<file path="config.mk">
export PLATFORM = sky130hd
export DESIGN_NAME = memwb_skid_stage
export DESIGN_NICKNAME = d
export VERILOG_FILES = /design/src/rtl/memwb_skid_stage.sv
export SDC_FILE = /design/constraint.sdc
export NUM_CORES = 1
export LEC_CHECK = 0
export CAP_MARGIN = 10
export CORE_MARGIN = 1.5
export CORE_UTILIZATION = 45
export CTS_CLUSTER_SIZE = 28
export DETAILED_ROUTE_END_ITERATION = 8
export GPL_ROUTABILITY_DRIVEN = 1
export PLACE_DENSITY = 0.77
export SLEW_MARGIN = 25
export SYNTH_ARGS = -nofsm -noshare
export SYNTH_HDL_FRONTEND = slang
export SYNTH_SLANG_ARGS = --single-unit
</file>
<file path="constraint.sdc">
create_clock -name clk_i -period 2.21 [get_ports clk_i]
set_input_delay 0.3315 -clock clk_i [delete_from_list [all_inputs] [get_ports clk_i]]
set_output_delay 0.3315 -clock clk_i [all_outputs]
set_load 0.005 [all_outputs]
</file>
<file path="src/rtl/memwb_skid_stage.sv">
// MEM->WB pipeline boundary: valid/ready stage with a two-entry skid buffer.
// The head entry lives in the main register, so outputs never go through a mux.
module memwb_skid_stage #(
    parameter int DATA_W = 32,
    parameter int CTRL_W = 2,
    parameter int ADDR_W = 5
) (
    input  logic              clk_i,
    input  logic              rst_i,
    input  logic              flush_i,
    input  logic              valid_i,
    output logic              ready_o,
    input  logic [DATA_W-1:0] data0_i,
    input  logic [DATA_W-1:0] data1_i,
    input  logic [CTRL_W-1:0] ctrl_i,
    input  logic [ADDR_W-1:0] wbaddr_i,
    output logic              valid_o,
    input  logic              ready_i,
    output logic [DATA_W-1:0] data0_o,
    output logic [DATA_W-1:0] data1_o,
    output logic [CTRL_W-1:0] ctrl_o,
    output logic [ADDR_W-1:0] wbaddr_o,
    output logic [1:0]        occ_o
);

    typedef enum logic [1:0] {
        EMPTY = 2'd0,
        ONE   = 2'd1,
        TWO   = 2'd2
    } state_e;

    state_e              state_q, state_d;
    logic                ready_q, ready_d;
    logic [DATA_W-1:0]   main_data0_q, main_data0_d, main_data1_q, main_data1_d;
    logic [CTRL_W-1:0]   main_ctrl_q, main_ctrl_d;
    logic [ADDR_W-1:0]   main_wbaddr_q, main_wbaddr_d;
    logic [DATA_W-1:0]   skid_data0_q, skid_data0_d, skid_data1_q, skid_data1_d;
    logic [CTRL_W-1:0]   skid_ctrl_q, skid_ctrl_d;
    logic [ADDR_W-1:0]   skid_wbaddr_q, skid_wbaddr_d;

    logic push, pop;

    assign push = valid_i & ready_q;
    assign pop  = (state_q != EMPTY) & ready_i;

    always_comb begin
        // NOTE: every _d gets a hold default first so no path can infer a latch.
        state_d       = state_q;
        main_data0_d  = main_data0_q;
        main_data1_d  = main_data1_q;
        main_ctrl_d   = main_ctrl_q;
        main_wbaddr_d = main_wbaddr_q;
        skid_data0_d  = skid_data0_q;
        skid_data1_d  = skid_data1_q;
        skid_ctrl_d   = skid_ctrl_q;
        skid_wbaddr_d = skid_wbaddr_q;

        if (flush_i) begin
            state_d     = EMPTY;
            main_ctrl_d = '0;
            skid_ctrl_d = '0;
        end else begin
            unique case (state_q)
                EMPTY: begin
                    if (push) begin
                        state_d       = ONE;
                        main_data0_d  = data0_i;
                        main_data1_d  = data1_i;
                        main_ctrl_d   = ctrl_i;
                        main_wbaddr_d = wbaddr_i;
                    end
                end
                ONE: begin
                    if (push && pop) begin
                        main_data0_d  = data0_i;
                        main_data1_d  = data1_i;
                        main_ctrl_d   = ctrl_i;
                        main_wbaddr_d = wbaddr_i;
                    end else if (push) begin
                        state_d       = TWO;
                        skid_data0_d  = data0_i;
                        skid_data1_d  = data1_i;
                        skid_ctrl_d   = ctrl_i;
                        skid_wbaddr_d = wbaddr_i;
                    end else if (pop) begin
                        // Clearing ctrl on drain keeps a bubble from asserting RegWrite.
                        state_d     = EMPTY;
                        main_ctrl_d = '0;
                    end
                end
                TWO: begin
                    if (pop) begin
                        state_d       = ONE;
                        main_data0_d  = skid_data0_q;
                        main_data1_d  = skid_data1_q;
                        main_ctrl_d   = skid_ctrl_q;
                        main_wbaddr_d = skid_wbaddr_q;
                    end
                end
                default: state_d = EMPTY;
            endcase
        end

        ready_d = (state_d != TWO);
    end

    always_ff @(posedge clk_i) begin
        // NOTE: data registers are reset too, so every output reads zero after reset.
        if (!rst_i) begin
            state_q       <= EMPTY;
            ready_q       <= 1'b1;
            main_data0_q  <= '0;
            main_data1_q  <= '0;
            main_ctrl_q   <= '0;
            main_wbaddr_q <= '0;
            skid_data0_q  <= '0;
            skid_data1_q  <= '0;
            skid_ctrl_q   <= '0;
            skid_wbaddr_q <= '0;
        end else begin
            // NOTE: state flops use non-blocking assignment so all update together.
            state_q       <= state_d;
            ready_q       <= ready_d;
            main_data0_q  <= main_data0_d;
            main_data1_q  <= main_data1_d;
            main_ctrl_q   <= main_ctrl_d;
            main_wbaddr_q <= main_wbaddr_d;
            skid_data0_q  <= skid_data0_d;
            skid_data1_q  <= skid_data1_d;
            skid_ctrl_q   <= skid_ctrl_d;
            skid_wbaddr_q <= skid_wbaddr_d;
        end
    end

    assign ready_o  = ready_q;
    assign valid_o  = (state_q != EMPTY);
    assign occ_o    = state_q;
    assign data0_o  = main_data0_q;
    assign data1_o  = main_data1_q;
    assign ctrl_o   = main_ctrl_q;
    assign wbaddr_o = main_wbaddr_q;

endmodule

</file>
==> results <==
[flip-flops by register name (all words and copies together) (netlist names), 5 cells and up]
name           count
skid_data0_q      32
skid_wbaddr_q      5
skid_data1_q      32
wbaddr_o           5
data0_o           32
data1_o           32
[critical path: stages, from the launching register on]
cell and delay [ns]:
dfxtp_1 0.33, inv_1 0.10, ha_1 0.25, nand2b_1 0.20
a2111oi_4 0.44, buf_6 0.37, nand3_1 0.14, o211a_1 0.15
[metal layers]
layer  up-vias  wire [um]  global-route usage (%)
li1       2616          -                       -
met1      2658       7300                    28.5
met2       154       8080                    39.7
met3        26        830                    5.66
met4         0        354                    9.26
met5         -          0                       0
[synthesized netlist by cell type (4+ instances only)]
cell,number
nand2_1,144
a21oi_1,4
dfxtp_1,145
mux2i_1,69
nand3_1,70
nor2_1,8
a211oi_1,4
a21boi_0,70
o211a_1,69
ha_1,4
buf_2,12
clkbuf_1,44
[cell type report]
class | instances | area share [%]
Tap cell | 176 | 2.57
Timing Repair Buffer | 171 | 20.1
Multi-Input combinational cell | 462 | 36.2
Clock buffer | 28 | 6.02
Clock inverter | 4 | 1.11
Inverter | 3 | 0.131
Sequential cell | 145 | 33.8
[timing repair]
item | CTS | global route
endpoints found under the hold margin | 0 | 0
setup endpoints to repair | 0 | 36
resized for setup | 0 | 2
[power by group]
group	switching, mW	leakage [nW]	total [mW]	internal, mW
combinational	0.366	2.09	0.863	0.497
clock	1.01	0.299	2.94	1.93
sequential	0.0754	1.18	2.82	2.75
total	1.46	3.57	6.63	5.17
[kinds of logic (layout without fill, tap and decap cells)]
logic type      after synthesis  count (layout)  share of synthesized area [%]
compound gates              158             158                           21.8
buf+inv                      64             206                           4.27
fa+ha+maj                     4               4                          0.801
flops                       145             145                           46.5
xor+xnor                      1               1                          0.140
simple gates                230             230                           15.5
mux                          69              69                           11.1
[worst max-delay path by stage]
| stage | start | endpoint | cells past startpoint |
|---|---|---|---|
| 4_1_cts | occ_o[0] | data0_o[26] | 7 |
| 5_1_grt | occ_o[0] | data1_o[8] | 7 |
| 3_5_place_dp | valid_i | data1_o[13] | 6 |
| 3_3_place_gp | valid_i | data0_o[12] | 6 |
| 6_report | occ_o[0] | data0_o[26] | 7 |
| 2_1_floorplan | occ_o[0] | data0_o[27] | 9 |
==> impl_metrics.csv <==
group,metric,value,unit
clock_tree,cts-root-buf,"clkbuf_16",
run,cap_violations,0,
routing,routedWlPerCell,16.7,um
timing,tightest_slew,0.515,ns
routing,vias,5454,
timing,skew,0.00524,ns
routing,drt_wl_total,16600,um
hold_path,min_delay_path_depth,2,
clock_tree,clockBufferDepth,2,
routing,first_pass_iters,4,
timing,worst_slew_margin_rel,65.4,%
die,die_x,121,um
global_routing,grt_max_degree,73,
worst_setup_path,r2r-start,"occ_o[0]",
power_and_ir_drop,ir_worst_vdd,0.499,mV
power_and_ir_drop,power_leakage,3.57,nW
clock_tree,cts_tree,"built",
timing,worst_slack,0.107,ns
die,ios,151,
worst_setup_path,rrSetupSlack,0.11,ns
worst_setup_path,r2r-end,"data0_o[26]",
yosys,synth_cell_types,32,
hold_path,min_path_type,"in2reg",
worst_setup_path,crit_fanout,37,
timing,final-setup-viol-count,0,
worst_setup_path,cp-start-kind,"flop",
place,place_area,7960,um^2
timing,rsz0062_at_grt,"no",
timing,hold_viol,0,
global_routing,grt_overflow,0,
routing,vias_per_cell,5.51,
place,portBuffers,150,
timing,period_share,95.2,%
yosys,ys_seq_area_share,46.5,%
timing,final.min_clock_period,2.10,ns
routing,drc_errors,0,
yosys,synth.area.top_cells,"dfxtp_1, mux2i_1, o211a_1",
yosys,synth_warnings,0,
worst_setup_path,reg2reg_depth,7,
yosys,synth.avg_cell_area,9.31,um^2
yosys,ys_seq_elements,145,
yosys,synthFlopType,"dfxtp_1",
yosys,netlist_area,6250,um^2
finish,fin_area,8580,um^2
global_routing,grt_pass1_wl,27100,um
die,dieArea,14600,um^2
clock_tree,hold_buffers,0,
finish,antennaDiodeCount,0,
yosys,async_flop_share,0,%
routing,drtIter0Drc,410,
clock_tree,worstSkewPairLatency,0.42,ns
die,die_h,121,um
finish,n_fill_cell,1088,
die,start_util,46.6,%
die,row_count,42,
hold_path,min_to,"data1_o[10]",
worst_setup_path,worstPathRequired,2.51,ns
finish,seq_area,2900,um^2
finish,fin_nets,880,
worst_setup_path,arrival,2.41,ns
clock_tree,cts.htree.levels,4,
clock_tree,path_clk_slew,0.05,ns
place,gp_congestion,0.801,
timing,setup_tns,0,ns
timing,max_freq,476,MHz
place,place_ws,-0.0960,ns
finish,multi_input_area,3110,um^2
finish,layout_commonest_cell,"clkdlybuf4s50_1",
clock_tree,cts_made_buffers,17,
global_routing,grt_usage,23.4,%
power_and_ir_drop,p_total,6.63,mW
finish,syn2layout_area_growth,37.4,%
clock_tree,post_cts_buffers,0,
clock_tree,clock_sinks,145,
timing,hold_ws,0.347,ns
power_and_ir_drop,power_density,772,nW/um^2
finish,finish.utilization,64.1,%
finish,instances_no_fill,989,
global_routing,antenna_found_initial,0,
hold_path,hp-start,"rst_i",
finish,final_cell_mix,"clkdlybuf4s50_1, dfxtp_1, nand2_1",
worst_setup_path,crit_type,"reg2reg",
timing,slew_viol_final,0,
die,core_area,13400,um^2
place,place_hpwl,10600,um
worst_setup_path,cp-end-kind,"flop",
yosys,netlist.area_leader.share,46.5,%
yosys,synth_nets,751,
run_status,status,"complete, no violations",
finish,drive_gt1_share,7.01,%
yosys,synth-edff-count,0,
global_routing,first_global_vias,5576,
yosys,syn_inst,671,
routing,ant_nets,0,
place,dpl.cell_count,957,
yosys,synth_top_area_cell,"dfxtp_1",
No activity file was read; power rests on OpenSTA's default activity.
